==> src/rtl/seq_chunk_adder_pkg.sv <==
// ============================================================================
// Module  : seq_chunk_adder_pkg
// Brief   : State encoding and a width helper shared by the chunked adder.
// Rev     : 1.0  initial release
// ============================================================================
`default_nettype none

package seq_chunk_adder_pkg;

  typedef enum logic [1:0] {
    ST_IDLE = 2'd0,
    ST_BUSY = 2'd1,
    ST_DONE = 2'd2
  } state_t;

  // ceil(log2(n)), never less than 1 so a single-chunk counter still has a bit
  function automatic int clog2_min1(input int n);
    int r;
    r = 0;
    for (int i = 0; i < 32; i++) begin
      if ((1 << r) < n) r = r + 1;
    end
    return (r < 1) ? 1 : r;
  endfunction

endpackage

`default_nettype wire

==> src/rtl/seq_chunk_adder_rca_chunk.sv <==
// ============================================================================
// Module  : seq_chunk_adder_rca_chunk
// Brief   : CHUNK-bit combinational ripple-carry adder built from full adders.
// Rev     : 1.0  initial release
// ============================================================================
`default_nettype none

module seq_chunk_adder_rca_chunk #(
  parameter int CHUNK = 4
) (
  input  logic [CHUNK-1:0] i_a,
  input  logic [CHUNK-1:0] i_b,
  input  logic             i_ci,
  output logic [CHUNK-1:0] o_s,
  output logic             o_co
);

  logic [CHUNK:0] w_c;

  assign w_c[0] = i_ci;

  generate
    for (genvar gi = 0; gi < CHUNK; gi++) begin : g_fa
      assign o_s[gi]     = i_a[gi] ^ i_b[gi] ^ w_c[gi];
      assign w_c[gi + 1] = (i_a[gi] & i_b[gi]) | (w_c[gi] & (i_a[gi] ^ i_b[gi]));
    end
  endgenerate

  assign o_co = w_c[CHUNK];

endmodule

`default_nettype wire

==> src/rtl/seq_chunk_adder.sv <==
// ============================================================================
// Module  : seq_chunk_adder
// Brief   : Multi-cycle WIDTH-bit add/subtract, CHUNK bits per clock through
//           one shared ripple stage, with a start/busy/done handshake.
// Rev     : 1.0  initial release
// ============================================================================
`default_nettype none

module seq_chunk_adder
  import seq_chunk_adder_pkg::*;
#(
  parameter int WIDTH = 16,
  parameter int CHUNK = 4
) (
  input  logic             clk,
  input  logic             reset,
  input  logic             i_start,
  input  logic             i_sub,
  input  logic [WIDTH-1:0] i_a,
  input  logic [WIDTH-1:0] i_b,
  input  logic             i_ci,
  output logic             o_busy,
  output logic             o_done,
  output logic [WIDTH-1:0] o_s,
  output logic             o_co,
  output logic             o_ovf
);

  localparam int NCHUNK = WIDTH / CHUNK;
  localparam int CW     = clog2_min1(NCHUNK);

  state_t           r_state;
  logic [WIDTH-1:0] r_a;
  logic [WIDTH-1:0] r_b;
  logic             r_carry;
  logic [CW-1:0]    r_cnt;
  logic [WIDTH-1:0] r_s;
  logic             r_co;
  logic             r_ovf;
  logic             r_done;

  logic [CHUNK-1:0] w_a_chunk;
  logic [CHUNK-1:0] w_b_chunk;
  logic [CHUNK-1:0] w_sum;
  logic             w_cout;
  logic             w_last;

  assign w_a_chunk = r_a[r_cnt*CHUNK +: CHUNK];
  assign w_b_chunk = r_b[r_cnt*CHUNK +: CHUNK];
  assign w_last    = (r_cnt == CW'(NCHUNK - 1));

  seq_chunk_adder_rca_chunk #(
    .CHUNK (CHUNK)
  ) u_rca (
    .i_a  (w_a_chunk),
    .i_b  (w_b_chunk),
    .i_ci (r_carry),
    .o_s  (w_sum),
    .o_co (w_cout)
  );

  always_ff @(posedge clk) begin
    if (reset) begin
      r_state <= ST_IDLE;
      r_a     <= '0;
      r_b     <= '0;
      r_carry <= 1'b0;
      r_cnt   <= '0;
      r_s     <= '0;
      r_co    <= 1'b0;
      r_ovf   <= 1'b0;
      r_done  <= 1'b0;
    end else begin
      case (r_state)
        ST_IDLE: begin
          r_done <= 1'b0;
          if (i_start) begin
            // subtraction is a + ~b + 1, so the inverted b and forced carry are latched
            r_a     <= i_a;
            r_b     <= i_sub ? ~i_b : i_b;
            r_carry <= i_sub ? 1'b1 : i_ci;
            r_cnt   <= '0;
            r_s     <= '0;
            r_co    <= 1'b0;
            r_ovf   <= 1'b0;
            r_state <= ST_BUSY;
          end
        end
        ST_BUSY: begin
          r_s[r_cnt*CHUNK +: CHUNK] <= w_sum;
          r_carry <= w_cout;
          r_cnt   <= r_cnt + 1'b1;
          if (w_last) begin
            // the top chunk's sum is not in r_s yet, so take its MSB from the stage
            r_co    <= w_cout;
            r_ovf   <= (r_a[WIDTH-1] == r_b[WIDTH-1]) && (w_sum[CHUNK-1] != r_a[WIDTH-1]);
            r_done  <= 1'b1;
            r_state <= ST_DONE;
          end
        end
        ST_DONE: begin
          r_done  <= 1'b0;
          r_state <= ST_IDLE;
        end
        default: begin
          r_done  <= 1'b0;
          r_state <= ST_IDLE;
        end
      endcase
    end
  end

  assign o_busy = (r_state == ST_BUSY);
  assign o_done = r_done;
  assign o_s    = r_s;
  assign o_co   = r_co;
  assign o_ovf  = r_ovf;

endmodule

`default_nettype wire
==> config.mk <==
export PLATFORM = sky130hd
export DESIGN_NAME = seq_chunk_adder
export DESIGN_NICKNAME = d
export VERILOG_FILES = /design/src/rtl/seq_chunk_adder_pkg.sv /design/src/rtl/seq_chunk_adder_rca_chunk.sv /design/src/rtl/seq_chunk_adder.sv
export SDC_FILE = /design/constraint.sdc
export NUM_CORES = 1
export LEC_CHECK = 0
export CAP_MARGIN = 20
export CORE_MARGIN = 3
export CORE_UTILIZATION = 50
export CTS_CLUSTER_DIAMETER = 60
export DETAILED_ROUTE_END_ITERATION = 6
export PLACE_DENSITY = 0.76
export SYNTH_ARGS = -nofsm -noshare
export SYNTH_HDL_FRONTEND = slang
export SYNTH_HIERARCHICAL = 1
export SYNTH_SLANG_ARGS = --single-unit
==> constraint.sdc <==
create_clock -name clk -period 4 [get_ports clk]
set_clock_uncertainty 0.1 [all_clocks]
set_input_delay 1 -clock clk [delete_from_list [all_inputs] [get_ports clk]]
set_output_delay 1 -clock clk [all_outputs]
set_load 0.02 [all_outputs]
== Yosys cells after proc, flatten, opt, wreduce, memory -nomap -nowiden ==
Index checks and enable logic that the tools add are counted.
W data, S select, Z words.
Operators by class
  shift-type cells: 4
  equal/unequal tests: 6
  add/subtract/negate cells: 2
  reduce and logical (&&, ||, !) cells: 8
  bitwise logic cells: 22
  muxes and demuxes: 17
Operators with widths (count)
  $neg A4 Y34: 1
  $shift A4 B34 Y16 const A: 1
  $shiftx A4 B34 Y16: 1
  $mux W16: 2
  $pmux W16 S2: 1
  $shiftx A16 B5 Y4: 2
  $bwmux W16: 1
  $not A16 Y16: 1
  $and A1 B1 Y1: 8
  $pmux W2 S2: 2
  $xor A1 B1 Y1: 8
  $mux W2: 3
  $pmux W1 S2: 3
  $reduce_and A2 Y1: 3
  $mux W1: 5
  $or A1 B1 Y1: 4
  $reduce_and A3 Y1: 1
  $add A2 B1 Y2 const B: 1
  $eq A2 B1 Y1 const B: 1
  $eq A2 B2 Y1 const B: 1
  $logic_not A2 Y1: 1
  $ne A2 B1 Y1 const B: 1
  $ne A2 B2 Y1 const B: 1
  $reduce_bool A2 Y1: 1
  other kinds (5): 5
Word-level totals
  input port bits: 37
  register bits: 56
  output and inout bits: 20

== Longest topological paths before layout ==
  depth in word-level cells: 13
  depth in mapped cells: 13
  gate-level depth less buffers: 12

== Cells and area by module ==
Netlist, hierarchy kept.
Modules (own cells, without submodules)
  seq_chunk_adder: times used 1, area each 2451.1 sq um, cells an instance 228, seq. area each 1121.1 sq um
  seq_chunk_adder_rca_chunk: times used 1, area each 117.6 sq um, cells an instance 14, seq. area each 0.0 sq um

== Least setup slack after synthesis ==
Ideal clock, no wire load.
  path type: register to register
  from: register r_cnt[0]
  to: register r_ovf, in the netlist o_ovf
  stages on the path, launching flop included: 14
  data required time: 3.841 ns
  arrival time: 3.405 ns
  setup slack: 0.435 ns
  period minus slack after synthesis: 3.565 ns
  cells stage by stage: dfxtp_1 -> buf_2 -> mux4_2 -> fa_1 -> inv_1 -> fa_1 -> inv_1 -> fa_1 -> inv_1 -> fa_1 -> inv_1 -> or3b_2 -> o21ai_0 -> a22o_1
Between the ends
  word-level cells in the longest chain between the ends: 13
Ends and longest elaborated chain
  from (decl): RTL line seq_chunk_adder.sv:36  | logic [CW-1:0] r_cnt;
  from (signal assigned): RTL line seq_chunk_adder.sv:92  | r_cnt <= r_cnt + 1'b1;
  $shiftx A16 B5 Y4 (*): RTL line seq_chunk_adder.sv:48  | assign w_a_chunk = r_a[r_cnt*CHUNK +: CHUNK];
  net w_a_chunk[0]: RTL line seq_chunk_adder.sv:42  | logic [CHUNK-1:0] w_a_chunk;
  $xor A1 B1 Y1: RTL line seq_chunk_adder_rca_chunk.sv:25  | assign w_c[gi + 1] = (i_a[gi] & i_b[gi]) | (w_c[gi] & (i_a[gi] ^ i_b[gi]));
  $and A1 B1 Y1: RTL line seq_chunk_adder_rca_chunk.sv:25
  $or A1 B1 Y1 (*): RTL line seq_chunk_adder_rca_chunk.sv:25
  $and A1 B1 Y1 (*): RTL line seq_chunk_adder_rca_chunk.sv:25
  $or A1 B1 Y1 (*): RTL line seq_chunk_adder_rca_chunk.sv:25
  $and A1 B1 Y1 (*): RTL line seq_chunk_adder_rca_chunk.sv:25
  $or A1 B1 Y1 (*): RTL line seq_chunk_adder_rca_chunk.sv:25
  $xor A1 B1 Y1 (*): RTL line seq_chunk_adder_rca_chunk.sv:24  | assign o_s[gi] = i_a[gi] ^ i_b[gi] ^ w_c[gi];
  net w_sum[3]: RTL line seq_chunk_adder.sv:44  | logic [CHUNK-1:0] w_sum;
  $ne A1 B1 Y1 (*): RTL line seq_chunk_adder.sv:96  | r_ovf <= (r_a[WIDTH-1] == r_b[WIDTH-1]) && (w_sum[CHUNK-1] != r_a[WIDTH-1]);
  $logic_and A1 B1 Y1 (*): RTL line seq_chunk_adder.sv:96
  $mux W1 (*): RTL line seq_chunk_adder.sv:93  | if (w_last) begin
  $pmux W1 S2 (*): RTL line seq_chunk_adder.sv:74  | case (r_state)
  to (signal assigned): RTL line seq_chunk_adder.sv:96
  to (decl): RTL line seq_chunk_adder.sv:39  | logic r_ovf;
The timed path passes the listed nets; every way through them passes the cells marked *. The select of a mux whose other input is x is not followed.
A chain may end at the register's enable or synchronous reset.

== Worst setup path after layout ==
Ends and elaborated chain as after synthesis.

==> results.yml <==
drt:
  drtIter0Drc: 83
  final_antenna_net_count: 0
  vias: 1893
  wirelength_mm: 4.963
  avgViaCountPerCell: 5.215
  drc: 0
  wl_per_cell_um: 13.67
  dr.pass1.iters: 4
setup_path:
  crit_type: "reg2reg"
  critPathMaxFanout: 6
  critPathCaptureType: "flop"
  cp.required_ps: 4140
  cp-start-kind: "flop"
  worst_ep_arrival_time_ps: 3740
global_route:
  first_global_vias: 1806
  grt_pass1_wl_mm: 8.349
  grt_max_degree: 50
  grtUsageTotal_pct: 17.14
  antenna_found_initial: 0
  grt-ovfl-total: 0
floorplanning:
  die_y_um: 77.68
  rows: 25
  initial_core_util_pct: 52.98
  dieArea_sq_mm: 0.006033
  core_sq_mm: 0.004848
  die_w_um: 77.68
  num_io_pins: 57
clock_tree:
  cts-buffers-inserted: 5
  holdBufCountCts: 0
  cts_max_level: 2
  cts-resized-gates: 0
  cts_tree: "done"
  postCtsSetupRepairBufs: 0
  clock_path_buffers: 2
  clockRootBuffer: "clkbuf_8"
  cts_sinks: 56
  clk_latency_ps: 300
  clk_pin_slew_ps: 90
pwr:
  power_density_mw_per_mm2: 344.7
  power_leakage_nw: 1.220
  peakVddDrop_uv: 202.3
finish:
  area_growth_pct: 27.52
  nets: 341
  diodes: 0
  design_area_sq_mm: 0.003276
  fill_cells: 423
  final_core_util_pct: 67.56
  drive_above_1_share_pct: 10.47
logic_synthesis:
  synth_warnings: 6
  ys.flop_type: "dfxtp_1"
  synth_edf_count: 0
  synth-xor-area-share_pct: 5.455
  synth-compound-area-share_pct: 13.49
  syn_area_per_cell_sq_um: 10.61
  synth_top_family_by_area: "multiplexers"
  syn_nets: 288
  synth.yosys.seq_area_share_pct: 43.64
  synthMuxAreaShare_pct: 15.00
  syn_inst: 242
  synth-simple-area-share_pct: 11.59
  synth-seq-cells: 56
  ys_types: 35
  syn-cell-area_sq_mm: 0.002569
  synth_fa_ha_area_share_pct: 5.553
  synth-async-reset-ratio_pct: 0
place:
  placed_cell_area_sq_mm: 0.003186
  dp_hpwl_mm: 3.806
  gp_routability_congestion: 0.8053
  io_buffers: 56
timing:
  fmaxAchievable_ghz: 0.2780
  hold_ws_ps: 368.5
  hold_viol_final: 0
  tightest_slew_ps: 567.8
  grt_setup_unrepaired: "no"
  setup_viol: 0
  relSlewSlack_pct: 62.10
  min_period_ps: 3597
  slew_viol_final: 0
  setup-tns-final_ps: 0
  min_period_over_period_pct: 89.91
hold_path:
  hp-class: "reg2reg"
outcome:
  status: "finished, final reports clean"
flow_run:
  cap_viol_max_count: 0
-- cell usage in the layout (no fill, tap or decap), types with 2 or more instances in the layout --
cell type and instances:
nor2_1 35, nand2_1 7, a21oi_1 7, xnor2_1 16
o2bb2ai_1 8, clkdlybuf4s50_1 56, a211oi_1 16, nor4b_2 2
a32o_1 4, dfxtp_1 56, o21ai_0 3, mux2i_1 16
clkbuf_1 2, fa_1 4, clkbuf_8 6, mux2_2 4
buf_4 5, ha_1 5, inv_1 17, a22o_1 5
mux4_2 8
-- final timing paths --
path	from	end	slack, ps	cells past startpoint
hold reg to reg	o_s[1]	o_s[1]	370	1
setup reg to reg	r_cnt[0]	o_ovf	400	12
hold / removal	o_s[1]	o_s[1]	370	1
setup / recovery	r_cnt[0]	o_ovf	400	12
-- stage by stage --
step | setup WS (ps) | cells | total power, mW
detailed placement | 395.7 | 355 | 0.8401
global route | 169.8 | 363 | 1.191
finish | 403.5 | 363 | 1.129
CTS | 353.5 | 363 | 1.142
global placement | 450.6 | 355 | 0.8363
floorplan | 435.5 | 242 | 0.7620
-- worst max-delay path, cell delays in order (launching register included) --
cell	delay, ps
dfxtp_1	550
mux4_2	570
fa_1	420
inv_1	70
fa_1	150
inv_1	50
fa_1	350
inv_1	70
fa_1	400
inv_1	140
or3b_2	450
o21ai_0	80
a22o_1	130
-- cells by family (layout without fill, tap and decap cells) --
logic type | after synthesis | after routing
muxes | 28 | 28
and+or+nand+nor | 55 | 55
adders and majority gates | 9 | 9
buffers and inverters | 32 | 86
AOI/OAI and AO/OA | 46 | 46
xor gates and xnor gates | 16 | 16
DFF | 56 | 56
-- synthesized netlist by cell type (5+ instances only) --
library cell | number | area share (%)
mux2i_1 | 16 | 6.2
clkbuf_1 | 7 | 1.0
buf_2 | 6 | 1.2
a211oi_1 | 16 | 4.7
inv_1 | 17 | 2.5
xnor2_1 | 16 | 5.5
a22o_1 | 5 | 1.7
mux4_2 | 8 | 7.0
a21oi_1 | 7 | 1.4
nand2_1 | 7 | 1.0
nor2_1 | 35 | 5.1
ha_1 | 5 | 2.4
o2bb2ai_1 | 8 | 2.7
dfxtp_1 | 56 | 44
-- final cells by class --
cell class | count | area [sq um] | share of cell area [%]
Multi-Input combinational cell | 154 | 1319 | 40.26
Sequential cell | 56 | 1121 | 34.22
Timing Repair Buffer | 61 | 598.1 | 18.26
Clock buffer | 8 | 90.09 | 2.750
Tap cell | 67 | 83.83 | 2.559
Inverter | 17 | 63.81 | 1.948
-- registers in the layout (all words and copies together) (netlist names) --
register	cells
r_state	2
r_cnt	2
o_s	16
r_carry	1
r_b	16
r_a	16
o_co	1
o_done	1
o_ovf	1
-- routing by layer --
metal	up-vias	track usage (%)	wire length [um]
li1	965	-	-
met1	867	22.77	2274
met2	54	28.42	2376
met3	7	3.016	248
met4	0	5.160	63
met5	-	0	0
-- power breakdown --
group	internal (mW)	switching, mW
sequential	0.588	0.0225
combinational	0.112	0.102
clock	0.142	0.163
(Power assumes the default switching activity.)
